==> config.mk <==
export PLATFORM = sky130hd
export DESIGN_NAME = mt_inst_decoder_pipe
export DESIGN_NICKNAME = d
export VERILOG_FILES = /design/src/rtl/mt_inst_decoder_pipe.sv
export SDC_FILE = /design/constraint.sdc
export NUM_CORES = 1
export LEC_CHECK = 0
export CORE_MARGIN = 2
export CORE_UTILIZATION = 36
export CTS_CLUSTER_DIAMETER = 40
export DETAILED_ROUTE_END_ITERATION = 16
export HOLD_SLACK_MARGIN = 0.03
export PLACE_DENSITY = 0.87
export SETUP_SLACK_MARGIN = 0.3
export SYNTH_ARGS = -nofsm -noshare
export SYNTH_HDL_FRONTEND = slang
export SYNTH_SLANG_ARGS = --single-unit
==> constraint.sdc <==
create_clock -name clk -period 1.99 [get_ports clk]
set_input_delay 0.398 -clock clk [delete_from_list [all_inputs] [get_ports clk]]
set_output_delay 0.398 -clock clk [all_outputs]
set_load 0.005 [all_outputs]
==> src/rtl/mt_inst_decoder_pipe.sv <==
// Pipelined instruction decoder for the barrel core: one valid/ready output stage, HALT tracking per thread.
// Optional per-thread forwarded-instruction counters are built when DEC_INST_CNT_EN is defined.
module mt_inst_decoder_pipe #(
    parameter int DATAPATH_WIDTH     = 64,
    parameter int REGFILE_ADDR_WIDTH = 5,
    parameter int INST_ADDR_WIDTH    = 9,
    parameter int NUM_THREADS        = 4,
    parameter int THREAD_BITS        = 2,
    parameter int CNT_WIDTH          = 16
) (
    input  logic                          clk,
    input  logic                          reset_n,
    input  logic                          inst_valid_in,
    output logic                          inst_ready_out,
    input  logic [31:0]                   inst_in,
    input  logic [THREAD_BITS-1:0]        thread_id_in,
    input  logic                          dec_ready_in,
    output logic                          dec_valid_out,
    output logic [THREAD_BITS-1:0]        thread_id_out,
    output logic [REGFILE_ADDR_WIDTH-1:0] r1_addr_out,
    output logic [REGFILE_ADDR_WIDTH-1:0] r2_addr_out,
    output logic [REGFILE_ADDR_WIDTH-1:0] wr_addr_out,
    output logic [DATAPATH_WIDTH-1:0]     imm_out,
    output logic [INST_ADDR_WIDTH-1:0]    branch_offset,
    output logic [3:0]                    alu_ctrl_out,
    output logic                          wr_en_out,
    output logic                          beq_out,
    output logic                          bneq_out,
    output logic                          imm_sel_out,
    output logic                          mem_write_out,
    output logic                          mem_reg_sel,
    input  logic [NUM_THREADS-1:0]        done_clr_in,
    output logic [NUM_THREADS-1:0]        thread_done,
    output logic                          all_done
`ifdef DEC_INST_CNT_EN
    ,
    output logic [NUM_THREADS*CNT_WIDTH-1:0] inst_cnt_out
`endif
);

    logic [5:0]             opcode;
    logic                   accept;
    logic                   is_halt;
    logic                   tid_legal;
    logic                   tid_done;
    logic                   forward;
    logic [3:0]             alu_next;
    logic [NUM_THREADS-1:0] tid_match;

    assign opcode         = inst_in[31:26];
    assign inst_ready_out = !dec_valid_out || dec_ready_in;
    assign accept         = inst_valid_in && inst_ready_out;
    assign is_halt        = (opcode == 6'b111111);
    assign tid_legal      = ({{(32-THREAD_BITS){1'b0}}, thread_id_in} < 32'(NUM_THREADS));
    assign forward        = accept && !is_halt && tid_legal && !tid_done;
    assign all_done       = &thread_done;

    // One-hot thread select; out-of-range ids match nothing, so they never touch per-thread state.
    always_comb begin
        tid_match = '0;
        tid_done  = 1'b0;
        for (int unsigned t = 0; t < NUM_THREADS; t++) begin
            if (thread_id_in == THREAD_BITS'(t)) begin
                tid_match[t] = 1'b1;
                tid_done     = thread_done[t];
            end
        end
    end

    always_comb begin
        alu_next = inst_in[3:0];
        if (opcode[2]) begin
            alu_next = 4'd1;
        end else if (opcode[4] || opcode[3]) begin
            alu_next = 4'd2;
        end
    end

    always_ff @(posedge clk or negedge reset_n) begin
        if (!reset_n) begin
            dec_valid_out <= 1'b0;
            thread_id_out <= '0;
            r1_addr_out   <= '0;
            r2_addr_out   <= '0;
            wr_addr_out   <= '0;
            imm_out       <= '0;
            branch_offset <= '0;
            alu_ctrl_out  <= '0;
            wr_en_out     <= 1'b0;
            beq_out       <= 1'b0;
            bneq_out      <= 1'b0;
            imm_sel_out   <= 1'b0;
            mem_write_out <= 1'b0;
            mem_reg_sel   <= 1'b0;
        end else if (accept) begin
            // Dropped words clear valid but leave the bundle registers at their last value.
            dec_valid_out <= forward;
            if (forward) begin
                thread_id_out <= thread_id_in;
                r1_addr_out   <= inst_in[21 +: REGFILE_ADDR_WIDTH];
                r2_addr_out   <= inst_in[16 +: REGFILE_ADDR_WIDTH];
                wr_addr_out   <= inst_in[11 +: REGFILE_ADDR_WIDTH];
                imm_out       <= {{(DATAPATH_WIDTH-16){inst_in[15]}}, inst_in[15:0]};
                branch_offset <= inst_in[INST_ADDR_WIDTH-1:0];
                alu_ctrl_out  <= alu_next;
                wr_en_out     <= opcode[5];
                beq_out       <= opcode[4];
                bneq_out      <= opcode[3];
                imm_sel_out   <= opcode[2];
                mem_write_out <= opcode[1];
                mem_reg_sel   <= opcode[0];
            end
        end else if (dec_ready_in) begin
            dec_valid_out <= 1'b0;
        end
    end

    always_ff @(posedge clk or negedge reset_n) begin
        if (!reset_n) begin
            thread_done <= '0;
        end else begin
            for (int unsigned t = 0; t < NUM_THREADS; t++) begin
                if (accept && is_halt && tid_match[t]) begin
                    thread_done[t] <= 1'b1;
                end else if (done_clr_in[t]) begin
                    thread_done[t] <= 1'b0;
                end
            end
        end
    end

`ifdef DEC_INST_CNT_EN
    logic [CNT_WIDTH-1:0] inst_cnt [NUM_THREADS];

    always_ff @(posedge clk or negedge reset_n) begin
        if (!reset_n) begin
            for (int unsigned t = 0; t < NUM_THREADS; t++) begin
                inst_cnt[t] <= '0;
            end
        end else begin
            for (int unsigned t = 0; t < NUM_THREADS; t++) begin
                if (done_clr_in[t]) begin
                    inst_cnt[t] <= '0;
                end else if (forward && tid_match[t] && (inst_cnt[t] != '1)) begin
                    inst_cnt[t] <= inst_cnt[t] + 1'b1;
                end
            end
        end
    end

    always_comb begin
        inst_cnt_out = '0;
        for (int unsigned t = 0; t < NUM_THREADS; t++) begin
            inst_cnt_out[t*CNT_WIDTH +: CNT_WIDTH] = inst_cnt[t];
        end
    end
`endif

endmodule
==> flow_summary_export.csv, run 1 <==
group,metric,value,unit
yosys,ys_seq_area_share,46.9,%
timing,min_period,1.79,ns
floorplan,rows,29,
finish,final_cell_count_no_fill,377,
finish,layout_common_cells,"125 x clkdlybuf4s50_1, 42 x dfrtp_1, 35 x mux2_4",
routing,wl,5500,um
yosys,synth.distinct_cells,22,
global_routing,antenna_found_initial,0,
yosys,syn_area,2290,um^2
clock_tree,ctsHtreeMaxLevel,2,
floorplan,die_y,83.8,um
place,routabilityCongestion,0.736,
finish,n_antenna_cell,0,
routing,firstDrtPassIters,4,
critical_path,cp-start-kind,"flop",
global_routing,grt_max_degree,26,
critical_path,critPathCaptureType,"primary output",
place,preCtsSetupSlack,-0.295,ns
yosys,synth_cells,181,
routing,drcViolationCount,0,
routing,ant_nets,0,
yosys,ys_seq_elements,43,
power_and_ir_drop,powerDensity,752,nW/um^2
yosys,syn_area_per_cell,12.7,um^2
floorplan,die_area,7020,um^2
finish,num-fill-cells,506,
critical_path,worst_ep_required_time,1.59,ns
timing,worst_slack,0.198,ns
place,placed_cells,353,
clock_tree,cts.sinks,43,
clock_tree,cts_root_buf,"clkbuf_8",
clock_tree,clk_latency,0.29,ns
min_path,hold_path.class,"input pin to asynchronous set/reset pin",
timing,slew_violations,0,
clock_tree,cts_tree,"built",
timing,worstMarginPinSlew,0.522,ns
global_routing,grt_pass1_wl,8790,um
floorplan,num_io_pins,149,
run,cap_viol_max_count,0,
timing,finalCritPeriodShare,90.1,%
finish,multi_input_area,741,um^2
power_and_ir_drop,ir_drop,0.000431,V
critical_path,path_max_fanout,25,
place,io_buffer_count,148,
routing,vias,1689,
floorplan,die_w,83.8,um
clock_tree,clockBufferDepth,2,
routing,avgViaCountPerCell,4.48,
routing,drtIter0Drc,40,
finish,areaGrowthSynthToFinish,68.4,%
yosys,synth_nets,223,
timing,hold_viol_final,0,
global_routing,globalRouteTotalUtil,15.7,%
finish,final_common_cell,"clkdlybuf4s50_1",
routing,wl_per_cell,14.6,um
timing,setup_viol,0,
clock_tree,hold_buffers,0,
global_routing,grt_pass1_vias,1814,
finish,ff_latch_area,1080,um^2
timing,max_freq,558,MHz
floorplan,initial_core_util,36.7,%
power_and_ir_drop,p_leak,0.00171,uW
finish,final_util,61.9,%
finish,fin_nets,341,
critical_path,r2r_slack,0.20,ns
floorplan,core_area,6240,um^2
place,place_hpwl,4060,um
critical_path,cp.arrival,1.39,ns
yosys,yosysWarnings,0,
timing,skew,0.00739,ns
timing,grt_setup_unrepaired,"yes",
timing,max_slew_margin,65.2,%
critical_path,critical_path_class,"flop to primary output",
outcome,status,"complete, no violations",
global_routing,gr-total-overflow,0,
clock_tree,cts_made_buffers,5,
clock_tree,path_clk_slew,0.08,ns
finish,drive_gt1_share,27.0,%
layout make-up:
class                      count  area share [%]
sequential                    43            28.0
inverter                       9           0.875
timing repair buffer         178            47.4
tap                           77            2.50
multi-input combinational     62            19.2
clock inverter                 1           0.130
clock buffer                   7            1.98
cells in the mapped netlist:
master	count	area (um^2)
nor3_1	2	10.0
or2b_2	1	8.76
nor4_2	1	12.5
inv_1	9	33.8
buf_4	63	473
o32ai_1	3	26.3
o41ai_1	1	8.76
nand4_1	1	6.26
buf_12	2	40.0
buf_6	1	11.3
dfrtp_1	43	1080
o22ai_1	1	6.26
clkbuf_2	1	5.00
nor4_1	1	6.26
o311ai_4	1	26.3
nand2_1	4	15.0
mux2_2	18	203
nand3_1	1	5.00
mux2i_1	4	40.0
nor2_1	5	18.8
a21oi_1	1	5.00
mux2_4	17	255
repair_timing:
action | in CTS | in global routing
cloned | 3 | 0
gates resized for setup | 63 | 6
endpoints found under the setup margin | 90 | 77
buffers inserted | 11 | 2
pin swaps | 3 | 1
flip-flops by register name, summed over array words and instances (netlist names), 2 cells and up:
name           count
r1_addr_out        5
r2_addr_out        5
thread_id_out      2
alu_ctrl_out       4
imm_out           11
wr_addr_out        5
thread_done        4
worst paths after layout:
check	startpoint	depth (start not counted)	end
max	wr_addr_out[4]	2	wr_addr_out[4]
min	reset_n	1	wr_addr_out[0]
max reg2reg	dec_valid_out	7	imm_out[6]
min reg2reg	r2_addr_out[3]	1	r2_addr_out[3]
max in group asynchronous	reset_n	2	mem_write_out
min in group clk	inst_in[31]	2	wr_en_out
logic make-up after synthesis:
family	share of synthesized area [%]
DFF	46.9
AOI/OAI and AO/OA	3.17
muxes	21.7
and+or+nand+nor	3.60
buffers and inverters	24.6
critical path, stage by stage (launching register included):
cell	delay, ns
dfrtp_4	0.51
buf_12	0.16
clkdlybuf4s50_1	0.44
where the power goes:
part           internal, uW  switching, uW
registers              1010           94.5
clock network           247            286
logic                   915            356
metal layers:
layer  GRT usage [%]  vias up  wire length [um]
li1                -      777                 -
met1            17.1      810              2010
met2            28.0       95              2880
met3            6.03        7               539
met4            5.28        0                70
met5               0        -                 0
stage by stage:
| step | TNS (ns) | total power (uW) | hold WS [ns] | cell area (um^2) |
|---|---|---|---|---|
| floorplan | 0 | 1710 | 0.102 | 2300 |
| detailed placement | -9.08 | 2260 | 0.405 | 3470 |
| finish | 0 | 2910 | 0.0717 | 3860 |
| global placement | -8.67 | 2230 | 0.414 | 3470 |
| CTS | 0 | 2940 | 0.0804 | 3840 |
| global route | 0 | 3060 | 0.110 | 3860 |
Power figures use the tool's default switching activity.
==> run 2: changes to the inputs <==
GPL_TIMING_DRIVEN = 0   (was unset)
==> flow_summary_export.csv, run 2 (synthesis results as in run 1) <==
group,metric,value,unit
timing,hold_slack,0.0481,ns
outcome,status,"complete, no violations",
clock_tree,clk_latency,0.29,ns
clock_tree,cts_tree,"built",
clock_tree,cts_root_buf,"clkbuf_8",
routing,firstDrtPassIters,4,
critical_path,path_buf_inv,5,
critical_path,critical_path_class,"flop to primary output",
place,routabilityCongestion,0.745,
finish,layout_common_cells,"77 x buf_6, 73 x clkdlybuf4s50_1, 60 x buf_4",
critical_path,cp.arrival,1.52,ns
global_routing,antenna_found_initial,0,
power_and_ir_drop,powerDensity,769,nW/um^2
run,cap_viol_max_count,0,
critical_path,critPathMaxStageDelay,0.55,ns
critical_path,critPathCaptureType,"primary output",
power_and_ir_drop,p_leak,0.00257,uW
finish,n_antenna_cell,0,
place,placed_cells,406,
timing,finalCritPeriodShare,96.5,%
timing,slew_violations,0,
finish,largest_register_ffs,11,
finish,drive_gt1_share,53.4,%
critical_path,path_common_cell,"buf_4",
routing,wl_per_cell,18.4,um
floorplan,rows,29,
global_routing,globalRouteTotalUtil,18.3,%
floorplan,die_y,83.8,um
timing,setup_viol,0,
floorplan,die_area,7020,um^2
place,io_buffer_count,147,
routing,avgViaCountPerCell,4.46,
clock_tree,cts_made_buffers,5,
critical_path,worst_ep_required_time,1.59,ns
floorplan,core_area,6240,um^2
critical_path,worst_path_max_delay_cell,"dfrtp_4",
clock_tree,clockBufferDepth,2,
routing,wl,8730,um
timing,max_slew_margin,69.4,%
timing,max_freq,521,MHz
timing,grt_setup_unrepaired,"yes",
critical_path,cp-start-kind,"flop",
timing,worstMarginPinSlew,0.459,ns
routing,drtIter0Drc,50,
finish,final_common_cell,"buf_6",
critical_path,cp_num_cells,5,
critical_path,path_max_fanout,5,
clock_tree,ctsHtreeMaxLevel,2,
global_routing,grt_pass1_vias,2030,
global_routing,grt_pass1_wl,10300,um
global_routing,gr-total-overflow,0,
global_routing,grt_max_degree,27,
finish,final_cell_count_no_fill,474,
finish,final_util,78.6,%
timing,min_period,1.92,ns
place,place_hpwl,4320,um
clock_tree,cts.sinks,43,
routing,vias,2112,
finish,regMostFlops,"imm_out",
critical_path,crit_chain,"buf_4, clkbuf_16, buf_6, buf_4, dlymetal6s2s_1",
critical_path,rr_worst_depth,8,
power_and_ir_drop,ir_drop,0.000497,V
timing,skew,0.00308,ns
critical_path,crit_family,"buffers and inverters",
routing,drcViolationCount,0,
timing,hold_viol_final,0,
min_path,hold_path.class,"input pin to asynchronous set/reset pin",
clock_tree,path_clk_slew,0.08,ns
timing,setup_tns,0,ns
floorplan,initial_core_util,36.7,%
floorplan,die_w,83.8,um
clock_tree,hold_buffers,0,
finish,areaGrowthSynthToFinish,114,%
floorplan,num_io_pins,149,
routing,ant_nets,0,
finish,fin_nets,438,
run 2: area by class of cell:
| cell class | count | area [um^2] |
|---|---|---|
| plain buffers | 67 | 637 |
| clock buffers | 8 | 100 |
| well taps | 77 | 96.3 |
| flip-flops and latches | 43 | 1080 |
| fillers | 356 | 1330 |
| multi-input cells | 62 | 741 |
| repair buffers | 208 | 2220 |
| inverters | 9 | 33.8 |
run 2: path summary, 6_finish.rpt:
| check | start | to | slack [ns] |
|---|---|---|---|
| worst max-delay path | wr_addr_out[4] | imm_out[48] | 0.07 |
| worst min-delay path | reset_n | thread_done[2] | 0.05 |
| worst max register to register | dec_valid_out | wr_addr_out[4] | 0.15 |
| worst min register to register | r2_addr_out[3] | r2_addr_out[3] | 0.52 |
| max in group asynchronous | reset_n | wr_addr_out[4] | 1.42 |
| min in group clk | thread_id_in[0] | thread_done[2] | 0.41 |
run 2: metrics by stage:
step                      power (uW)  worst slack (ns)  instance area, um^2
final                           3770            0.0700                 4910
after detailed placement        2580            -0.365                 3880
after CTS                       3340            0.0509                 4330
after global placement          2530            -0.804                 3870
after global routing            3930            0.0416                 4910
after floorplan                 1710             0.236                 2300
run 2: power by group:
part	switching, uW	internal [uW]	total, uW
Combinational	607	1450	2050
Clock	292	317	609
Sequential	105	1010	1110
Total	1000	2770	3770
run 2: what timing repair did:
item | in CTS | in global routing
buffers inserted | 24 | 31
cloned | 2 | 3
resized for setup | 72 | 176
endpoints found under the setup margin | 95 | 100
pin swaps | 2 | 0
run 2: per-layer routing:
metal | routed length [um] | track usage, % | share of wire, % | vias to the layer above
met3 | 523 | 5.64 | 6.0 | 7
met1 | 3510 | 21.1 | 40 | 1032
li1 | - | - | - | 972
met5 | 0 | 0 | 0 | -
met4 | 56 | 4.69 | 0.64 | 0
met2 | 4630 | 32.8 | 53 | 101
==> run 3: changes to the inputs <==
CORE_MARGIN = unset   (was 2)
CTS_CLUSTER_SIZE = 10   (was unset)
MAX_ROUTING_LAYER = met4   (was unset)
==> flow_summary_export.csv, run 3 (synthesis results as in run 1) <==
group,metric,value,unit
timing,slew_violations,0,
clock_tree,cts.sinks,43,
clock_tree,cts_made_buffers,5,
floorplan,die_y,81.8,um
global_routing,gr-total-overflow,0,
finish,fin_nets,416,
routing,firstDrtPassIters,4,
critical_path,cp.arrival,1.57,ns
power_and_ir_drop,p_sw_share,24.2,%
clock_tree,cts_tree,"built",
routing,drtIter0Drc,33,
critical_path,critPathLaunch,"wr_addr_out[4]",
timing,finalCritPeriodShare,98.9,%
power_and_ir_drop,ir_drop,0.000516,V
outcome,status,"complete, no violations",
power_and_ir_drop,clkPwrFrac,21.8,%
critical_path,worst_ep_required_time,1.59,ns
routing,wl,7190,um
global_routing,grt_pass1_wl,9680,um
clock_tree,clk_latency,0.29,ns
place,io_buffer_count,147,
floorplan,die_w,81.8,um
floorplan,rows,28,
floorplan,num_io_pins,149,
global_routing,antenna_found_initial,0,
finish,regMostFlops,"imm_out",
floorplan,die_area,6690,um^2
routing,vias,1976,
critical_path,rr_startpoint,"dec_valid_out",
critical_path,r2r-end,"wr_addr_out[4]",
power_and_ir_drop,intPower,2790,uW
critical_path,cp-start-kind,"flop",
floorplan,core_area,6030,um^2
clock_tree,hold_buffers,0,
finish,n_antenna_cell,0,
timing,max_slew_margin,64.7,%
critical_path,path_max_fanout,25,
run,cap_viol_max_count,0,
critical_path,rr_worst_depth,7,
critical_path,critPathCaptureType,"primary output",
finish,ff_latch_area,1080,um^2
global_routing,globalRouteTotalUtil,20.1,%
place,place_hpwl,4340,um
place,routabilityCongestion,0.749,
finish,layout_common_cells,"100 x clkdlybuf4s50_1, 69 x buf_4, 42 x dfrtp_1",
routing,avgViaCountPerCell,4.39,
routing,drcViolationCount,0,
finish,areaGrowthSynthToFinish,104,%
critical_path,endpoint,"imm_out[46]",
timing,skew,0.00771,ns
clock_tree,path_clk_slew,0.09,ns
power_and_ir_drop,power,3680,uW
clock_tree,ctsHtreeMaxLevel,2,
timing,min_period,1.97,ns
finish,drive_gt1_share,46.1,%
power_and_ir_drop,comb_power_share,48.3,%
power_and_ir_drop,seq_power_share,29.9,%
routing,wl_per_cell,16.0,um
routing,ant_nets,0,
critical_path,critical_path_class,"flop to primary output",
global_routing,grt_max_degree,26,
power_and_ir_drop,p_leak,0.00234,uW
timing,hold_slack,0.0711,ns
timing,hold_viol_final,0,
timing,grt_setup_unrepaired,"yes",
timing,setup_viol,0,
power_and_ir_drop,powerDensity,789,nW/um^2
timing,worstMarginPinSlew,0.530,ns
timing,max_freq,508,MHz
clock_tree,clockBufferDepth,2,
floorplan,initial_core_util,38.0,%
finish,num-fill-cells,409,
power_and_ir_drop,p_sw,892,uW
finish,final_common_cell,"clkdlybuf4s50_1",
min_path,hold_path.class,"input pin to asynchronous set/reset pin",
finish,largest_register_ffs,11,
finish,multi_input_area,751,um^2
critical_path,r2r_slack,0.10,ns
global_routing,grt_pass1_vias,1934,
clock_tree,cts_root_buf,"clkbuf_8",
==> run 3: cell count changes in the layout (fill, tap and decap cells not counted), sizes merged <==
cell / previous run / this run
clkbuf: 19 / 9
buf: 153 / 118
dlygate4sd2: 11 / 15
clkdlybuf4s50: 73 / 100
dlymetal6s2s: 27 / 17
bufinv: 0 / 2
==> run 3: routing by layer <==
| metal | global-route usage (%) | vias to the layer above | part of all wire (%) |
|---|---|---|---|
| li1 | - | 922 | - |
| met1 | 21.8 | 940 | 38 |
| met2 | 35.3 | 102 | 53 |
| met3 | 5.56 | 12 | 7.3 |
| met4 | 6.84 | 0 | 1.6 |
| met5 | - | - | 0 |
==> run 3: repair_timing <==
action / 4_1_cts / 5_1_grt
setup endpoints to repair: 96 / 99
gates cloned: 3 / 0
pin swaps: 2 / 2
gates resized for setup: 60 / 84
hold endpoints to repair: 0 / 0
setup buffers: 25 / 10
==> run 3: worst min-delay path by stage <==
stage,from,endpoint,slack [ns],cells past startpoint
after floorplan,reset_n,alu_ctrl_out[0],0.10,0
after global placement,imm_out[10],imm_out[10],0.49,1
after detailed placement,reset_n,thread_done[2],0.40,1
after CTS,reset_n,thread_done[2],0.08,1
after global routing,reset_n,thread_done[2],0.09,1
final,reset_n,thread_done[2],0.07,1
==> run 3: worst max-delay path, stage by stage (launching register included) <==
cell and delay, ns:
dfrtp_4 0.52, buf_12 0.17, buf_4 0.14, clkdlybuf4s50_1 0.46
==> run 3: final cells by class <==
class / count / area share [%]
Buffer: 67 / 12.3
Clock inverter: 2 / 1.29
Clock buffer: 6 / 1.55
Tap cell: 75 / 2.01
Inverter: 9 / 0.777
Timing Repair Buffer: 186 / 42.9
Multi-Input combinational cell: 62 / 16.1
Sequential cell: 43 / 23.1
==> run 3: power by group through the flow <==
stage | clock network [uW] | logic [uW] | registers [uW]
5_1_grt | 859 | 1890 | 1120
4_1_cts | 819 | 1610 | 1100
2_1_floorplan | 0 | 568 | 1140
3_5_place_dp | 0 | 1430 | 1140
6_report | 802 | 1780 | 1100
3_3_place_gp | 0 | 1400 | 1140
==> run 3: through the flow <==
stage	utilization, %	std cells	worst slack (ns)	cell area, um^2	setup TNS, ns
floorplan	-	181	0.236	2300	0
finish	77.5	450	0.0223	4670	0
global route	77.5	450	-0.0182	4670	-0.0401
global placement	64.1	403	-0.822	3860	-39.06
CTS	73.1	440	0.0443	4400	0
detailed placement	64.5	404	-0.377	3890	-11.94
